### src/rtl/register_status_file_if.sv
`default_nettype none
//------------------------------------------------------------------------------
// Module      : register_status_file_if
// Description : Decoder, commit and rollback signals of the register status
//               file. The master modport is the decoder/ROB side that drives
//               requests. The slave modport is the register file that answers
//               operand reads.
//   rollback_in            ROB misprediction rollback
//   dec_rs1_in/dec_rs2_in  source operand indices
//   dec_Vj/Qj/Vk/Qk_out    source values and pending producer tags
//   dec_issue_in/rd/tag    destination tag recording at issue
//   commit_*               retired result write-back
// Revision    : 1.0 - initial release
//------------------------------------------------------------------------------
interface register_status_file_if #(
    parameter int REG_IDX_W = 5,
    parameter int TAG_W     = 4,
    parameter int DATA_W    = 32
);
    logic                 rollback_in;
    logic [REG_IDX_W-1:0] dec_rs1_in;
    logic [REG_IDX_W-1:0] dec_rs2_in;
    logic [DATA_W-1:0]    dec_Vj_out;
    logic [TAG_W-1:0]     dec_Qj_out;
    logic [DATA_W-1:0]    dec_Vk_out;
    logic [TAG_W-1:0]     dec_Qk_out;
    logic                 dec_issue_in;
    logic [REG_IDX_W-1:0] dec_rd_in;
    logic [TAG_W-1:0]     dec_tag_in;
    logic                 commit_rf_signal_in;
    logic [REG_IDX_W-1:0] commit_target_in;
    logic [TAG_W-1:0]     commit_tag_in;
    logic [DATA_W-1:0]    commit_data_in;

    modport master (
        output rollback_in, dec_rs1_in, dec_rs2_in, dec_issue_in, dec_rd_in,
               dec_tag_in, commit_rf_signal_in, commit_target_in,
               commit_tag_in, commit_data_in,
        input  dec_Vj_out, dec_Qj_out, dec_Vk_out, dec_Qk_out
    );

    modport slave (
        input  rollback_in, dec_rs1_in, dec_rs2_in, dec_issue_in, dec_rd_in,
               dec_tag_in, commit_rf_signal_in, commit_target_in,
               commit_tag_in, commit_data_in,
        output dec_Vj_out, dec_Qj_out, dec_Vk_out, dec_Qk_out
    );
endinterface
`default_nettype wire

### src/rtl/register_status_file.sv
`default_nettype none
//------------------------------------------------------------------------------
// Module      : register_status_file
// Description : Architectural register file with a per-register rename tag.
//               Issue records the producing ROB tag of a destination. Commit
//               writes the retired value. Commit clears the tag only while it
//               still names the committing entry. Rollback clears every tag
//               and keeps the committed values. Operand reads are
//               combinational and forward a commit that arrives in the same
//               cycle.
//   clk   clock
//   rst   synchronous active-high reset
//   bus   register_status_file_if.slave (decoder / commit / rollback)
// Revision    : 1.0 - initial release
//------------------------------------------------------------------------------
module register_status_file #(
    parameter int REG_COUNT = 32,
    parameter int REG_IDX_W = 5,
    parameter int TAG_W     = 4,
    parameter int DATA_W    = 32
) (
    input  wire                          clk,
    input  wire                          rst,
    register_status_file_if.slave        bus
);

    logic [DATA_W-1:0] r_value [REG_COUNT];
    logic [TAG_W-1:0]  r_tag   [REG_COUNT];

    // Operand lookup. A commit forwards only if the register still waits on
    // that exact tag. Otherwise a newer producer owns the register and its
    // tag must stay visible.
    function automatic logic [DATA_W+TAG_W-1:0] read_port(
        input logic [REG_IDX_W-1:0] rs
    );
        logic [DATA_W+TAG_W-1:0] result;
        result = '0;
        if (rs != '0) begin
            if (bus.commit_rf_signal_in && (bus.commit_target_in == rs) &&
                (r_tag[rs] == bus.commit_tag_in)) begin
                result = {bus.commit_data_in, {TAG_W{1'b0}}};
            end else begin
                result = {r_value[rs], r_tag[rs]};
            end
        end
        return result;
    endfunction

    logic [DATA_W+TAG_W-1:0] w_rd1;
    logic [DATA_W+TAG_W-1:0] w_rd2;

    always_comb begin
        w_rd1 = read_port(bus.dec_rs1_in);
        w_rd2 = read_port(bus.dec_rs2_in);
    end

    assign bus.dec_Vj_out = w_rd1[DATA_W+TAG_W-1:TAG_W];
    assign bus.dec_Qj_out = w_rd1[TAG_W-1:0];
    assign bus.dec_Vk_out = w_rd2[DATA_W+TAG_W-1:TAG_W];
    assign bus.dec_Qk_out = w_rd2[TAG_W-1:0];

    // Per-entry update. The tag priority is rollback, then issue, then
    // commit-clear. An issue and a commit to the same register in one cycle
    // therefore leave the new producer's tag. The value still takes the
    // commit data. Entry 0 is held at zero.
    always_ff @(posedge clk) begin
        for (int i = 0; i < REG_COUNT; i++) begin
            if (rst || (i == 0)) begin
                r_value[i] <= '0;
                r_tag[i]   <= '0;
            end else begin
                if (bus.rollback_in) begin
                    r_tag[i] <= '0;
                end else if (bus.dec_issue_in &&
                             (bus.dec_rd_in == REG_IDX_W'(i))) begin
                    r_tag[i] <= bus.dec_tag_in;
                end else if (bus.commit_rf_signal_in &&
                             (bus.commit_target_in == REG_IDX_W'(i)) &&
                             (r_tag[i] == bus.commit_tag_in)) begin
                    r_tag[i] <= '0;
                end

                if (bus.commit_rf_signal_in &&
                    (bus.commit_target_in == REG_IDX_W'(i))) begin
                    r_value[i] <= bus.commit_data_in;
                end
            end
        end
    end

endmodule
`default_nettype wire

### src/flat_wrapper.sv
// flat-port wrapper written by rule: the top's interface ports become plain ports
module register_status_file_flat 
#(
    parameter int REG_COUNT = 32,
    parameter int REG_IDX_W = 5,
    parameter int TAG_W     = 4,
    parameter int DATA_W    = 32
)
  (clk, rst, bus_rollback_in, bus_dec_rs1_in, bus_dec_rs2_in, bus_dec_issue_in, bus_dec_rd_in, bus_dec_tag_in, bus_commit_rf_signal_in, bus_commit_target_in, bus_commit_tag_in, bus_commit_data_in, bus_dec_Vj_out, bus_dec_Qj_out, bus_dec_Vk_out, bus_dec_Qk_out);
  register_status_file_if #(.REG_IDX_W(REG_IDX_W), .TAG_W(TAG_W), .DATA_W(DATA_W)) bus_i ();
  input  wire clk;
  input  wire rst;
  input wire logic [$bits(bus_i.rollback_in)-1:0] bus_rollback_in;
  input wire logic [$bits(bus_i.dec_rs1_in)-1:0] bus_dec_rs1_in;
  input wire logic [$bits(bus_i.dec_rs2_in)-1:0] bus_dec_rs2_in;
  input wire logic [$bits(bus_i.dec_issue_in)-1:0] bus_dec_issue_in;
  input wire logic [$bits(bus_i.dec_rd_in)-1:0] bus_dec_rd_in;
  input wire logic [$bits(bus_i.dec_tag_in)-1:0] bus_dec_tag_in;
  input wire logic [$bits(bus_i.commit_rf_signal_in)-1:0] bus_commit_rf_signal_in;
  input wire logic [$bits(bus_i.commit_target_in)-1:0] bus_commit_target_in;
  input wire logic [$bits(bus_i.commit_tag_in)-1:0] bus_commit_tag_in;
  input wire logic [$bits(bus_i.commit_data_in)-1:0] bus_commit_data_in;
  output wire logic [$bits(bus_i.dec_Vj_out)-1:0] bus_dec_Vj_out;
  output wire logic [$bits(bus_i.dec_Qj_out)-1:0] bus_dec_Qj_out;
  output wire logic [$bits(bus_i.dec_Vk_out)-1:0] bus_dec_Vk_out;
  output wire logic [$bits(bus_i.dec_Qk_out)-1:0] bus_dec_Qk_out;
  assign bus_i.rollback_in = bus_rollback_in;
  assign bus_i.dec_rs1_in = bus_dec_rs1_in;
  assign bus_i.dec_rs2_in = bus_dec_rs2_in;
  assign bus_i.dec_issue_in = bus_dec_issue_in;
  assign bus_i.dec_rd_in = bus_dec_rd_in;
  assign bus_i.dec_tag_in = bus_dec_tag_in;
  assign bus_i.commit_rf_signal_in = bus_commit_rf_signal_in;
  assign bus_i.commit_target_in = bus_commit_target_in;
  assign bus_i.commit_tag_in = bus_commit_tag_in;
  assign bus_i.commit_data_in = bus_commit_data_in;
  assign bus_dec_Vj_out = bus_i.dec_Vj_out;
  assign bus_dec_Qj_out = bus_i.dec_Qj_out;
  assign bus_dec_Vk_out = bus_i.dec_Vk_out;
  assign bus_dec_Qk_out = bus_i.dec_Qk_out;
  register_status_file #(.REG_COUNT(REG_COUNT), .REG_IDX_W(REG_IDX_W), .TAG_W(TAG_W), .DATA_W(DATA_W)) u_core (.clk(clk), .rst(rst), .bus(bus_i));
endmodule
### config.mk
export PLATFORM = sky130hd
export DESIGN_NAME = register_status_file_flat
export DESIGN_NICKNAME = d
export VERILOG_FILES = /design/src/rtl/register_status_file_if.sv /design/src/rtl/register_status_file.sv /design/src/flat_wrapper.sv
export SDC_FILE = /design/constraint.sdc
export NUM_CORES = 2
export LEC_CHECK = 0
export CORE_ASPECT_RATIO = 0.7
export CORE_UTILIZATION = 56
export DETAILED_ROUTE_END_ITERATION = 6
export PLACE_DENSITY = 0.73
export SLEW_MARGIN = 30
export SYNTH_ARGS = -nofsm -noshare
export SYNTH_HDL_FRONTEND = slang
export SYNTH_SLANG_ARGS = --single-unit
### constraint.sdc
create_clock -name clk -period 5.05 [get_ports clk]
set_input_delay 1.01 -clock clk [delete_from_list [all_inputs] [get_ports clk]]
set_output_delay 1.01 -clock clk [all_outputs]
set_load 0.02 [all_outputs]
== Word level (Yosys, flattened, before mapping) ==
Memory sizes are Yosys's and may differ from the RTL's.
Cells that the tools add are included.
Cells by class
  $add $sub $neg: 0
  multipliers: 0
  div/mod/pow operators: 0
  order comparisons: 0
  equality and inequality tests: 97
  shifts and indexed selects: 0
  multiplexer cells: 505
  bitwise operators: 124
  reductions and logical operators: 99
Operators with widths (number)
  2-to-1 mux 32 bit: 31
  2-to-1 mux 1 bit: 377
  2-to-1 mux 4 bit: 93
  equality test 5 bit (second input constant): 32
  2-to-1 mux 36 bit: 4
  equality test 4 bit: 33
  OR 1 bit: 124
  logical AND 1 bit: 97
  equality test 5 x 4 -> 1 bit (second input constant): 16
  equality test 5 x 3 -> 1 bit (second input constant): 8
  equality test 5 x 2 -> 1 bit (second input constant): 4
  equality test 5 x 1 -> 1 bit (second input constant): 2
  equality test 5 bit: 2
  nonzero test 5 bit: 2
Storage, ports and cells
  flip-flop bits (word level): 0
  latch bits: 0
  memory bits (writable): 1152
  ROM bits: 0
  input port bits: 65
  output and inout bits: 72
  logic and storage cells: 827
  memories: 2
Memories
  u_core.r_value: depth 32, width 32, rd ports 2, clocked after Yosys merged registers in 0, wr ports 32, RTL line register_status_file.sv:27  | logic [DATA_W-1:0] r_value [REG_COUNT];
  u_core.r_tag: depth 32, width 4, rd ports 33, clocked after Yosys merged registers in 0, wr ports 32, RTL line register_status_file.sv:28  | logic [TAG_W-1:0] r_tag [REG_COUNT];

== Logic depth before layout (Yosys ltp) ==
  depth in word-level cells: 9
  mapped depth: 13
  mapped depth without buffers: 8

== Least setup slack after synthesis ==
OpenSTA, ideal clock, no wires.
  path type: input port to output port
  from: input bus_dec_rs2_in[2]
  to: output bus_dec_Vk_out[12]
  arrival: 3344 ps
  slack: 696 ps
  cell stages on the path: 12
  path buffers: 4
  path through: buf_2 > buf_2 > nor2_1 > a22oi_1 > o211ai_1 > a311o_1 > a21oi_1 > xor2_1 > nor4_2 > buf_6 > buf_8 > mux2i_1
On the way
  word-level cells in the longest chain between the ends: 5
  elaborated cells on any way between the ends: 9
  classes of those cells: eq/ne (2); mux (2); reduce/logical (3); memory (2)
RTL lines
  from (decl): RTL line flat_wrapper.sv:15  | input wire logic [$bits(bus_i.dec_rs2_in)-1:0] bus_dec_rs2_in;
  memory read (32 x 4 bit) / equality test 5 bit (equally long branches)
  equality test 4 bit / logical AND 1 bit (equally long branches): RTL line register_status_file.sv:40, register_status_file.sv:39
  logical AND 1 bit: RTL line register_status_file.sv:39  | if (bus.commit_rf_signal_in && (bus.commit_target_in == rs) &&
  2-to-1 mux 36 bit: RTL line register_status_file.sv:39
  2-to-1 mux 36 bit (*): RTL line register_status_file.sv:38  | if (rs != '0) begin
  to (decl): RTL line flat_wrapper.sv:25  | output wire logic [$bits(bus_i.dec_Vk_out)-1:0] bus_dec_Vk_out;
Every way passes the cells marked *; elsewhere a longest branch is shown, timed or not.

== Worst setup path in the final report ==
  from: input bus_dec_rs2_in[1]
  to: output bus_dec_Vk_out[9]
Same word-level chain as after synthesis.

==> metrics <==
status finished with violations; failing checks DRC, setup timing; Synth area leaders edfxtp_1 53%, mux4_2 22%, and2_1 11%, mux2i_1 2.5%, clkbuf_1 1.8%; CP max-delay cell mux2_2; FF+latch count, synth 1116; fmax ~0.20 GHz; Synth Warn # 0; non-filler instance count after layout approximately 6000; Crit Path Class in -> out; Placed Cells just under 6000; first-pass GRT wire length 319500 um; Min-Delay Path Class reg -> reg; Clock Skew 0.008879 ns; most frequent CP cell buf_4; HPWL after DPL 143800 um; vias in the first global route 41960; Worst EP arrival approximately 4 ns; via count about 44000; final WL 229500 um; Buffers on Ports approximately 140; Final Max Slew Viols 0; synth cell count leaders 1119 x and2_1, 1116 x edfxtp_1, 611 x mux4_2; Overflow after GRT 0; post-synthesis mux area share 0.2528; CTS root buffer clkbuf_16; starting density of the core 0.5645; overall fraction of global-route tracks in use 0.4003; mapped cell area 63660 sq um; Worst setup SP type input port; critical path required time 4.04 ns; antenna violations before repair 19; setup violators final 1; DR WL/cell ~37 um; fin crit share 1.000; Yosys top cell area share 0.5265; largest net degree at the start of global routing 59; die width 405.0 um; XOR/XNOR Fraction of Synth Area 0.01924; number of I/O pins 137; top_reg_cell synth edfxtp_1; DR pass1 iterations 7; Mapped Nets 4406; power density cells 316.1 nW/um^2; ys async rst share 0; Final #Nets between 4000 and 5000; crit path time final approximately 5.1 ns; post-synthesis simple-gate area fraction 0.1421; Post-CTS Hold Buffers 0; Mean Syn Cell Area between 10 and 15 sq um; Leak roughly 25 nW; Tightest Pin Transition about 1.1 ns; main combinational cell family by area after synthesis multiplexers; Die Y around 280 um; drt drc 4; TritonCTS clock tree done; clk slew on worst S/H paths about 0.07 ns; slowest stage delay, CP ~0.35 ns; critical path fanouts, max 14; Post-synth EDFFs ~1100; Synth Instances ~4300; Routability Congestion 1.029; DRT iter0 DRCs around 8100; area leader, netlist edfxtp_1; number of hold violations in the final report 0; adder-cell share of the synthesized area 0; die footprint 115000 sq um; setup ws final -0.001836 ns; H-tree depth 3; Core ar. between 100000 and 150000 sq um; register area share after synthesis 0.5265; RSZ-0062 raised after global routing true; clk sinks roughly 1100; share of cells above drive strength 1 0.2932; row count between 100 and 150; hold_ws about 1 ns; Final TNS setup -0.001836 ns; crit-path cells buf_12 > buf_4 > buf_4 > mux2_2 > nor3_1 > nor4_1 > a31oi_2 > o211ai_1 > a211o_1 > nor4_4 > clkbuf_16 > buf_4 > mux2i_1 > buf_4 > buf_4; Compound-Gate Fraction of Synth Area 0.02577; clock buffer depth 3; crit path capture type output port; Worst-Skew Late Latency approximately 0.73 ns; Core Util, Final 0.6416; Max VDD drop roughly 0.00030 V; top-count cell post-synth and2_1; DR vias/cell around 7.2; Max Cap Viol 0; Synth-to-Final Area Change 13.65%; antenna-violating nets left 0; Num CTS Buffers between 100 and 150; Netlist cell types 62; max_slew headroom 0.2736
critical path, delay by kind of cell:
kind	cells	cell delay (ns)
and+or+nand+nor	3	0.56
buffers and inverters	7	1.19
muxes	2	0.55
AOI/OAI and AO/OA	3	0.71
where the power goes:
group / total [mW] / internal, mW / switching (mW)
logic: 3.72 / 1.66 / 2.06
registers: 11.0 / 10.7 / 0.336
clock network: 8.10 / 4.44 / 3.66
total: 22.9 / 16.8 / 6.06
per-layer routing:
metal,vias up,share of wire,track usage
li1,16810,-,-
met1,22170,0.37,0.5843
met2,4171,0.42,0.5507
met3,649,0.17,0.1481
met4,2,0.044,0.1429
met5,-,0.000061,0
cell usage in the layout (no fill, tap or decap), types with 16 or more instances in the layout:
cell type	count
edfxtp_1	1116
nand2b_2	32
clkdlybuf4s50_1	50
clkinv_2	21
buf_4	301
nor3_1	18
o211ai_1	17
mux2_2	59
a21oi_1	33
o21ai_1	20
xnor2_1	127
dlygate4sd2_1	29
nor2_4	31
clkbuf_2	16
and2_1	1119
o21ai_0	64
clkbuf_1	23
clkbuf_16	111
nor2_1	58
a22oi_1	18
a22o_1	34
nand2_1	178
clkinv_1	24
nand4_1	33
nand2b_1	24
mux2i_1	153
mux4_2	611
buf_12	78
state kept, by name (all words and copies together), names as in the netlist:
name            cells
u_core.r_value    992
u_core.r_tag      124
worst paths after layout:
kind,from,end,slack (ns),cells after the start
hold / removal,u_core.r_tag[29][0],u_core.r_tag[29][2],0.97,3
setup reg to reg,u_core.r_tag[7][0],u_core.r_tag[7][0],3.21,4
setup / recovery,bus_dec_rs2_in[1],bus_dec_Vk_out[9],-0.002,15
hold reg to reg,u_core.r_tag[29][0],u_core.r_tag[29][2],0.97,3
final cells by class:
class / count / area, sq um
clock buffer: 133 / 2839
timing repair buffer: 504 / 5012
tap: 1522 / 1904
antenna: 8 / 20.02
clock inverter: 63 / 563.0
fill: 8112 / 40420
sequential: 1116 / 33510
inverter: 5 / 21.27
multi-input combinational: 2769 / 28480
cell families (layout without fill, tap and decap cells):
| kind of cell | Yosys count | count (layout) |
|---|---|---|
| AND/OR/NAND/NOR | 1556 | 1556 |
| other | 0 | 8 |
| flip-flops | 1116 | 1116 |
| buffers and inverters | 456 | 705 |
| XOR/XNOR | 139 | 139 |
| AO/OA/AOI/OAI | 244 | 244 |
| multiplexers | 830 | 830 |
repair_timing:
item / CTS / global route
setup buffers: 4 / 14
gates cloned: 1 / 1
pin swaps: 5 / 7
setup endpoints to repair: 60 / 41
resized for setup: 57 / 62
through the flow:
stage | power, mW | cell area, sq um | setup WS (ns)
finish | 22.87 | 72350 | -0.001836
global route | 23.28 | 72330 | -0.04514
CTS | 22.71 | 72120 | -0.09399
detailed placement | 14.84 | 68650 | -0.3251
global placement | 14.78 | 68650 | -0.2910
floorplan | 13.19 | 63660 | 0.6962
(Power assumes the default switching activity.)
